[src/rtl/pipe_hazard_ctrl.sv]
// rtl/pipe_hazard_ctrl.sv - stall/flush/forward controller for the 5-stage pipeline
module pipe_hazard_ctrl #(
    parameter int MUL_LAT = 4,
    parameter int RA_W    = 5
) (
    input  logic            clk,
    input  logic            rst,
    input  logic [RA_W-1:0] D_rs1,
    input  logic [RA_W-1:0] D_rs2,
    input  logic [RA_W-1:0] E_rs1,
    input  logic [RA_W-1:0] E_rs2,
    input  logic [RA_W-1:0] E_rd,
    input  logic            E_reg_we,
    input  logic            E_is_load,
    input  logic            E_is_muldiv,
    input  logic            E_branch_taken,
    input  logic [RA_W-1:0] M_rd,
    input  logic            M_reg_we,
    input  logic [RA_W-1:0] W_rd,
    input  logic            W_reg_we,
    input  logic            dmem_req,
    input  logic            dmem_ready,
    output logic            F_stall,
    output logic            D_stall,
    output logic            E_stall,
    output logic            M_stall,
    output logic            D_flush,
    output logic            E_flush,
    output logic            M_flush,
    output logic            W_flush,
    output logic [1:0]      fwd_rs1_sel,
    output logic [1:0]      fwd_rs2_sel,
    output logic            muldiv_start,
    output logic            muldiv_busy,
    output logic [31:0]     stall_cycles
);

    // The start cycle and the release cycle are not counted in BUSY, hence -2.
    localparam logic [3:0] CNT_INIT = 4'(MUL_LAT - 2);

    typedef enum logic {IDLE = 1'b0, BUSY = 1'b1} state_t;

    state_t      state_q, state_d;
    logic [3:0]  cnt_q, cnt_d;
    logic [31:0] stall_cycles_q, stall_cycles_d;

    logic mem_stall;
    logic lu_hit;
    logic md_start;
    logic md_stall;

    // M result is younger than W writeback, so it wins; x0 is hardwired zero.
    function automatic logic [1:0] fwd_sel(input logic [RA_W-1:0] rs);
        if (M_reg_we && (M_rd != '0) && (M_rd == rs))
            return 2'b01;
        else if (W_reg_we && (W_rd != '0) && (W_rd == rs))
            return 2'b10;
        else
            return 2'b00;
    endfunction

    assign mem_stall = dmem_req & ~dmem_ready;
    assign lu_hit    = E_is_load & E_reg_we & (E_rd != '0) &
                       ((E_rd == D_rs1) | (E_rd == D_rs2));
    assign md_start  = (state_q == IDLE) & E_is_muldiv & ~mem_stall;
    assign md_stall  = md_start | ((state_q == BUSY) & (cnt_q != 4'd0));

    // Mul/div sequencer state and occupancy counter.
    always_ff @(posedge clk or posedge rst) begin
        if (rst) begin
            state_q <= IDLE;
            cnt_q   <= 4'd0;
        end else begin
            state_q <= state_d;
            cnt_q   <= cnt_d;
        end
    end

    // Next state: the counter runs through memory waits, but release waits for memory.
    always_comb begin
        state_d = state_q;
        cnt_d   = cnt_q;
        case (state_q)
            IDLE: begin
                if (md_start) begin
                    state_d = BUSY;
                    cnt_d   = CNT_INIT;
                end
            end
            BUSY: begin
                if (cnt_q != 4'd0)
                    cnt_d = cnt_q - 4'd1;
                else if (!mem_stall)
                    state_d = IDLE;
            end
            default: begin
                state_d = IDLE;
                cnt_d   = 4'd0;
            end
        endcase
    end

    // Prioritised hold/bubble enables and forwarding selects, all forced low in reset.
    always_comb begin
        F_stall      = 1'b0;
        D_stall      = 1'b0;
        E_stall      = 1'b0;
        M_stall      = 1'b0;
        D_flush      = 1'b0;
        E_flush      = 1'b0;
        M_flush      = 1'b0;
        W_flush      = 1'b0;
        fwd_rs1_sel  = 2'b00;
        fwd_rs2_sel  = 2'b00;
        muldiv_start = 1'b0;
        muldiv_busy  = 1'b0;
        if (!rst) begin
            fwd_rs1_sel  = fwd_sel(E_rs1);
            fwd_rs2_sel  = fwd_sel(E_rs2);
            muldiv_start = md_start;
            muldiv_busy  = (state_q == BUSY);
            if (mem_stall) begin
                F_stall = 1'b1;
                D_stall = 1'b1;
                E_stall = 1'b1;
                M_stall = 1'b1;
                W_flush = 1'b1;
            end else if (md_stall) begin
                F_stall = 1'b1;
                D_stall = 1'b1;
                E_stall = 1'b1;
                M_flush = 1'b1;
            end else if (E_branch_taken) begin
                D_flush = 1'b1;
                E_flush = 1'b1;
            end else if (lu_hit) begin
                F_stall = 1'b1;
                D_stall = 1'b1;
                E_flush = 1'b1;
            end
        end
    end

    // Front-end stall counter for performance measurement; wraps naturally.
    always_comb begin
        stall_cycles_d = stall_cycles_q + (F_stall ? 32'd1 : 32'd0);
    end

    // Stall counter register.
    always_ff @(posedge clk or posedge rst) begin
        if (rst)
            stall_cycles_q <= 32'd0;
        else
            stall_cycles_q <= stall_cycles_d;
    end

    assign stall_cycles = stall_cycles_q;

endmodule

[config.mk]
export PLATFORM = sky130hd
export DESIGN_NAME = pipe_hazard_ctrl
export DESIGN_NICKNAME = d
export VERILOG_FILES = /design/src/rtl/pipe_hazard_ctrl.sv
export SDC_FILE = /design/constraint.sdc
export NUM_CORES = 1
export LEC_CHECK = 0
export ABC_AREA = 1
export CAP_MARGIN = 20
export CORE_ASPECT_RATIO = 1.25
export CORE_UTILIZATION = 41
export DETAILED_ROUTE_END_ITERATION = 6
export PLACE_DENSITY = 0.77
export SLEW_MARGIN = 20
export SYNTH_ARGS = -nofsm -noshare
export SYNTH_HDL_FRONTEND = slang
export SYNTH_SLANG_ARGS = --single-unit
[constraint.sdc]
create_clock -name clk -period 3.4 [get_ports clk]
set_input_delay 1.02 -clock clk [delete_from_list [all_inputs] [get_ports clk]]
set_output_delay 1.02 -clock clk [all_outputs]
set_load 0.05 [all_outputs]
[Yosys cells after proc, flatten, opt, wreduce, memory -nomap -nowiden]
Cells that the tools add are included.
Storage, ports and cells
  output and inout port bits: 46
  bits in registers: 37
  word-level logic and storage cells: 71
  input bits: 45
Operators by class
  reduce and logical (&&, ||, !) cells: 11
  add/sub/neg operators: 2
  eq/ne operators: 8
  multiplexer cells: 35
  bitwise gates (word level): 12
Operators with widths (number)
  32-bit by 1-bit adder with 32-bit output: 1
  5-bit == test: 6
  1-bit two-way mux: 25
  5-bit nonzero test: 3
  2-bit two-way mux: 6
  4-bit two-way mux: 2
  4-bit one-hot mux with 2 select lines: 1
  1-bit AND: 7
  1-bit logical AND: 6
  4-bit nonzero test: 1
  4-bit by 1-bit subtractor with 4-bit output, second input constant: 1
  1-bit NOT: 3
  2-bit by 1-bit != test with 1-bit output, second input constant: 1
  2-bit != test, second input constant: 1
  1-bit bitwise OR: 2
  1-bit one-hot mux with 2 select lines: 1
  2-bit AND reduction: 1

[Logic depth before layout (Yosys ltp)]
Gate-level depths: netlist of run 1.
  depth in word-level cells: 10
  gate-level depth with buffers: 18
  gate-level depth less buffers: 18

[Least setup slack after synthesis of run 1]
Ideal clock, no wire load.
  path kind: input-to-reg
  start point: input port rst
  end point: register stall_cycles_q[18], in the netlist stall_cycles[18]
  path buffers: 0
  setup time: 141 ps
  stages on the path: 11
  path slack: -1260 ps
  data required time: 3259 ps
  data arrival time: 4519 ps
  path through: inv_1 nand2_1 o21ai_0 ha_1 ha_1 nand3_2 nor2_4 nand2_4 nor2_4 nand2_2 xnor2_2
On the way
  longest elaborated chain between the ends: 3
RTL lines
  start, declared: line 7  | input logic rst,
  1-bit two-way mux
  named net D_stall: line 24  | output logic D_stall,
  1-bit two-way mux: line 146  | stall_cycles_d = stall_cycles_q + (F_stall ? 32'd1 : 32'd0);
  32-bit by 1-bit adder with 32-bit output: line 146
  named net stall_cycles_d[18]: line 45  | logic [31:0] stall_cycles_q, stall_cycles_d;
  end signal, assigned: line 154  | stall_cycles_q <= stall_cycles_d;
  end, declared: line 45
The timed path passes the listed nets, and every way through them passes these cells.
A chain may end at the register's enable or synchronous reset.

[Final worst setup path of run 1]
  start point: input port E_rs1[0]
  end point: output port fwd_rs1_sel[1]
On the way
  longest elaborated chain between the ends: 5
  elaborated cells on any way between the ends: 7
  classes of those cells: eq/ne (2); mux (3); reduce/logical (2)
RTL lines
  start, declared: line 10  | input logic [RA_W-1:0] E_rs1,
  5-bit == test: line 56  | else if (W_reg_we && (W_rd != '0) && (W_rd == rs))
  1-bit logical AND: line 56
  2-bit two-way mux: line 56
  2-bit two-way mux (*): line 54  | if (M_reg_we && (M_rd != '0) && (M_rd == rs))
  2-bit two-way mux (*): line 117  | if (!rst) begin
  end, declared: line 31  | output logic [1:0] fwd_rs1_sel,
Mark *: on every way between the ends. The rest lies on a longest branch, timed or not.

==> results of run 1 <==
-- power groups by stage --
stage | registers [mW] | clock network (mW) | logic (mW)
floorplan | 0.702 | 0 | 0.333
CTS | 0.584 | 0.288 | 0.770
finish | 0.583 | 0.280 | 0.782
global placement | 0.585 | 0 | 0.737
detailed placement | 0.592 | 0 | 0.754
global route | 0.591 | 0.307 | 0.841
-- cell usage in the layout, fill, tap and decap left out, drive strengths merged, types with 14 or more instances in the layout --
master         instances
buf                   35
clkdlybuf4s50         54
dfrtp                 37
dlymetal6s2s          14
inv                   51
nand2                 93
nand3                 17
nor2                  52
nor3                  22
xor2                  34
-- sequential cells by signal, summed over array words and instances (netlist names) --
register	count
cnt_q	4
stall_cycles	32
state_q	1
-- how the worst max path moves through the flow --
stage | from | endpoint | slack [ps] | cells after the start
2_1_floorplan | dmem_req | D_flush | 20 | 8
3_5_place_dp | E_rd[2] | stall_cycles[18] | -150 | 17
6_report | E_rs1[0] | fwd_rs1_sel[1] | 20 | 6
5_1_grt | dmem_req | D_flush | -30 | 10
3_3_place_gp | E_rd[2] | F_stall | -80 | 10
4_1_cts | E_rs1[2] | fwd_rs1_sel[0] | 10 | 6
-- per-layer routing --
| metal | routed length [µm] | vias to the layer above | global-route usage |
|---|---|---|---|
| met4 | 197 | 0 | 0.111 |
| met2 | 3750 | 130 | 0.417 |
| li1 | - | 1316 | - |
| met1 | 2580 | 1245 | 0.217 |
| met5 | 0 | - | 0 |
| met3 | 522 | 17 | 0.0625 |
-- cell usage after synthesis (all sizes together) --
cell type / count / area share
a22oi: 1 / 0.0029
buf: 2 / 0.0058
nand3: 17 / 0.037
nor2b: 2 / 0.0048
a21oi: 5 / 0.0097
inv: 52 / 0.076
nor2: 52 / 0.083
o21ai: 9 / 0.017
ha: 4 / 0.019
nand3b: 3 / 0.0087
dfrtp: 37 / 0.36
xnor2: 12 / 0.044
nand4: 6 / 0.015
nand2: 93 / 0.14
xor2: 34 / 0.12
nor3: 22 / 0.063
-- area by class of cell --
type,instances,area [µm²]
tap,82,103
inverter,52,199
multi-input combinational,260,1520
fill,515,1960
sequential,37,926
clock buffer,5,68.8
clock inverter,1,5.00
timing repair buffer,111,1160
-- stage by stage --
step                      hold slack, ps  setup WS (ps)   util
after CTS                            481           9.72  0.655
after global routing                 509          -34.5  0.670
after detailed placement             468           -155  0.638
after global placement               462          -78.8  0.638
final                                474           21.0  0.670
after floorplan                      489           16.2      -
-- worst max-delay path: stages --
cell and delay (ps):
clkdlybuf4s50_1 460, xor2_1 160, nor3_1 240, nand3_1 150
nor2b_2 190, buf_6 150
-- logic make-up (layout without fill, tap and decap cells) --
group           Yosys count  in the layout  share of synthesized area
buf+inv                  54            169                     0.0814
simple gates            195            195                      0.352
xor+xnor                 46             46                      0.159
compound gates           15             15                     0.0300
fa+ha+maj                 4              4                     0.0194
flops                    37             37                      0.359
-- repair_timing --
item / CTS / global route
resized for setup: 17 / 26
pin swaps: 3 / 11
endpoints found under the setup margin: 8 / 11
buffers inserted: 1 / 2
cloned: 0 / 0
==> flow_metrics.env, run 1 <==
export IMPL_status="completed"
export IMPL_worst_pin_slew_ps=530
export IMPL_max_cap_viol_count=0
export IMPL_num_vias=2708
export IMPL_drt_iter0_drc=167
export IMPL_fmax_mhz=296
export IMPL_grt_pass1_vias=2729
export IMPL_synthCells=351
export IMPL_instances_no_fill=548
export IMPL_grt_max_degree=33
export IMPL_r2r_cells=18
export IMPL_hold_buffers=0
export IMPL_ys_seq_area_frac=0.359
export IMPL_syn_area_per_cell_um2=7.36
export IMPL_worstPathRequired_ps=2380
export IMPL_floorplan_rows=31
export IMPL_numCtsBuffers=5
export IMPL_cts_tree="yes"
export IMPL_ff2ff_setup_slack_ps=830
export IMPL_report_power_total_mw=1.64
export IMPL_regToRegEndpoint="stall_cycles[18]"
export IMPL_power_share_clock=0.170
export IMPL_startpoint_type="primary input"
export IMPL_drt_wl_total_um=7050
export IMPL_finalClockSkew_ps=4.77
export IMPL_cts_root_buffer="clkbuf_8"
export IMPL_fp_dieH_um=90.7
export IMPL_path_clk_slew_ps=70
export IMPL_die_w_um=73.0
export IMPL_nets=516
export IMPL_hp_start="stall_cycles[31]"
export IMPL_syn2layout_area_growth_pct=54.0
export IMPL_grt_first_pass_wirelength_um=11500
export IMPL_ys_ff_latch=37
export IMPL_fp_coreArea_um2=5930
export IMPL_routed_via_density=4.94
export IMPL_syn_num_nets=400
export IMPL_dp_hpwl_um=5660
export IMPL_finalSetupViolCount=0
export IMPL_ios=91
export IMPL_firstDrtPassIters=4
export IMPL_fin_crit_sh=0.994
export IMPL_worstSetupPathType="primary input to primary output"
export IMPL_p_int_mw=0.951
export IMPL_cts_sinks=37
export IMPL_slew_violations=0
export IMPL_holdPathStages=1
export IMPL_ys_warn_count=0
export IMPL_p_sw_frac=0.422
export IMPL_initial_core_util=0.435
export IMPL_comb_power_share=0.475
export IMPL_grt_usage=0.224
export IMPL_cts_max_path_buffers=2
export IMPL_routabilityCongestion=0.877
export IMPL_seq_power_share=0.354
export IMPL_antenna_left=0
export IMPL_layout_drive_gt1_share=0.174
export IMPL_hold_viol=0
export IMPL_hold_end="stall_cycles[31]"
export IMPL_dp_cells=539
export IMPL_rr_startpoint="cnt_q[0]"
export IMPL_place_area_um2=3790
export IMPL_leakagePower_nw=1.98
export IMPL_tns_ps=0
export IMPL_final_area_um2=3980
export IMPL_grt_overflow_total=0
export IMPL_peakVddDrop_mv=0.261
export IMPL_p_switching_mw=0.694
export IMPL_crit_fanout=2
export IMPL_diodes=0
export IMPL_die_area_um2=6620
export IMPL_post_drt_wl_per_cell_um=12.9
export IMPL_worstSkewPairLatency_ps=290
export IMPL_pwr_density_cell_nw_per_um2=414
export IMPL_endpoint_kind="primary output"
export IMPL_slew_headroom=0.646
export IMPL_ys_types=25
export IMPL_critPathArrivalTime_ps=2360
export IMPL_hp_class="flop to flop"
export IMPL_min_period_ps=3380
export IMPL_syn_area_um2=2580
export IMPL_io_buffers=90
export IMPL_antenna_found_initial=0
export IMPL_htreeDepth=2
export IMPL_drc_errors=0
(Power assumes the default switching activity.)
==> inputs of run 2 (changes only) <==
--- a/config.mk
+++ b/config.mk
@@ -7,10 +7,10 @@
 export LEC_CHECK = 0
 export ABC_AREA = 1
 export CAP_MARGIN = 20
-export CORE_ASPECT_RATIO = 1.25
+export CORE_ASPECT_RATIO = 0.5
 export CORE_UTILIZATION = 41
 export DETAILED_ROUTE_END_ITERATION = 6
-export PLACE_DENSITY = 0.77
+export PLACE_DENSITY = 0.75
 export SLEW_MARGIN = 20
 export SYNTH_ARGS = -nofsm -noshare
 export SYNTH_HDL_FRONTEND = slang
==> run 2 against run 1 <==
Net effect:
- die area increased by 0.27%
- clock skew decreased by 0.68 ps
- final cell count increased by 0.91%
- sequential share of layout area decreased by 0.52 points
- register-to-register slack improved by 110 ps
- critical path type unchanged
- highest routed layer unchanged
==> flow_metrics.env, run 2 (synthesis gave the netlist of run 1 again) <==
export IMPL_ff2ff_setup_slack_ps=940
export IMPL_crit_start="E_rs2[1]"
export IMPL_startpoint_type="primary input"
export IMPL_fin_crit_sh=0.974
export IMPL_layout_commonest_cell="nand2_1"
export IMPL_status="completed"
export IMPL_grt_first_pass_wirelength_um=11000
export IMPL_worst_pin_slew_ps=511
export IMPL_routed_via_density=4.66
export IMPL_min_period_ps=3310
export IMPL_cts_tree="yes"
export IMPL_syn2layout_area_growth_pct=57.6
export IMPL_finalClockSkew_ps=4.09
export IMPL_ios=91
export IMPL_routabilityCongestion=0.832
export IMPL_cts_root_buffer="clkbuf_16"
export IMPL_dp_hpwl_um=5240
export IMPL_die_w_um=114
export IMPL_layout_drive_gt1_share=0.181
export IMPL_hp_class="flop to flop"
export IMPL_grt_pass1_vias=2551
export IMPL_finish_utilization=0.669
export IMPL_floorplan_rows=20
export IMPL_grt_max_degree=38
export IMPL_rr_startpoint="cnt_q[0]"
export IMPL_fmax_mhz=302
export IMPL_critPathArrivalTime_ps=2290
export IMPL_num_vias=2576
export IMPL_leakagePower_nw=2.01
export IMPL_htreeDepth=2
export IMPL_report_power_total_mw=1.82
export IMPL_path_clk_slew_ps=50
export IMPL_diodes=0
export IMPL_fillers=527
export IMPL_pwr_density_cell_nw_per_um2=448
export IMPL_layout_common_cells="nand2_1 (85), clkdlybuf4s50_1 (55), inv_1 (47), nor2_1 (41), dfrtp_1 (37)"
export IMPL_fp_dieH_um=58.1
export IMPL_drc_errors=0
export IMPL_worstPathRequired_ps=2380
export IMPL_initial_core_util=0.425
export IMPL_antenna_left=0
export IMPL_grt_overflow_total=0
export IMPL_largest_reg_flops=32
export IMPL_drt_iter0_drc=121
export IMPL_place_area_um2=3790
export IMPL_slew_headroom=0.658
export IMPL_pre_cts_slack_ps=-81.9
export IMPL_worstSkewPairLatency_ps=280
export IMPL_post_drt_wl_per_cell_um=11.9
export IMPL_hold_buffers=0
export IMPL_cts_max_path_buffers=2
export IMPL_setup_ws_ps=88.7
export IMPL_cts_sinks=37
export IMPL_final_area_um2=4070
export IMPL_crit_fanout=2
export IMPL_io_buffers=90
export IMPL_finalSetupViolCount=0
export IMPL_worstSetupPathType="primary input to primary output"
export IMPL_grt_usage=0.216
export IMPL_firstDrtPassIters=4
export IMPL_numCtsBuffers=5
export IMPL_peakVddDrop_mv=0.276
export IMPL_die_area_um2=6640
export IMPL_drt_wl_total_um=6570
export IMPL_hp_start="stall_cycles[31]"
export IMPL_slew_violations=0
export IMPL_fp_coreArea_um2=6080
export IMPL_nets=514
export IMPL_endpoint_kind="primary output"
export IMPL_max_cap_viol_count=0
export IMPL_hold_viol=0
export IMPL_antenna_found_initial=0
==> run 2: final timing paths <==
path	endpoint	cells past startpoint
setup / recovery	fwd_rs2_sel[1]	6
hold / removal	stall_cycles[31]	1
setup reg to reg	stall_cycles[30]	18
hold reg to reg	stall_cycles[31]	1
max in group asynchronous	stall_cycles[31]	3
min in group asynchronous	state_q	3
==> run 2: through the flow <==
stage | setup TNS (ps) | instances | hold WS, ps
2_1_floorplan | 0 | 351 | 489
3_3_place_gp | -220 | 544 | 459
3_5_place_dp | -686 | 544 | 462
4_1_cts | -10.1 | 552 | 473
5_1_grt | -4.95 | 553 | 505
6_report | 0 | 553 | 465
==> run 2: per-layer routing <==
layer / wire length (µm) / global-route usage / vias to the layer above
li1: - / - / 1324
met1: 2880 / 0.250 / 1172
met2: 3200 / 0.393 / 72
met3: 425 / 0.0586 / 8
met4: 70 / 0.0686 / 0
met5: 0 / 0 / -
==> run 2: timing repair <==
item                       4_1_cts  5_1_grt
setup endpoints to repair        6       19
gates cloned                     0        0
pin swaps                        1       14
resized for setup               11       38
buffers inserted                 1        1
==> run 2: worst max-delay path, cell delays in order <==
cell and delay, ps:
clkdlybuf4s50_1 450, xor2_1 150, nor3_1 180, nand3_1 150, nor2b_2 190, buf_6 150
==> run 2: cell type report <==
class	instances	area (µm²)	area share
well taps	88	110	0.0271
multi-input cells	260	1540	0.377
clock buffers	7	143	0.0351
flip-flops and latches	37	926	0.228
inverters	52	199	0.0489
repair buffers	109	1160	0.284
==> run 2: where the power goes <==
group          switching (mW)  internal [mW]  leakage (nW)
Clock                   0.165          0.288        0.0700
Combinational           0.474          0.317          1.50
Sequential             0.0700          0.510         0.440
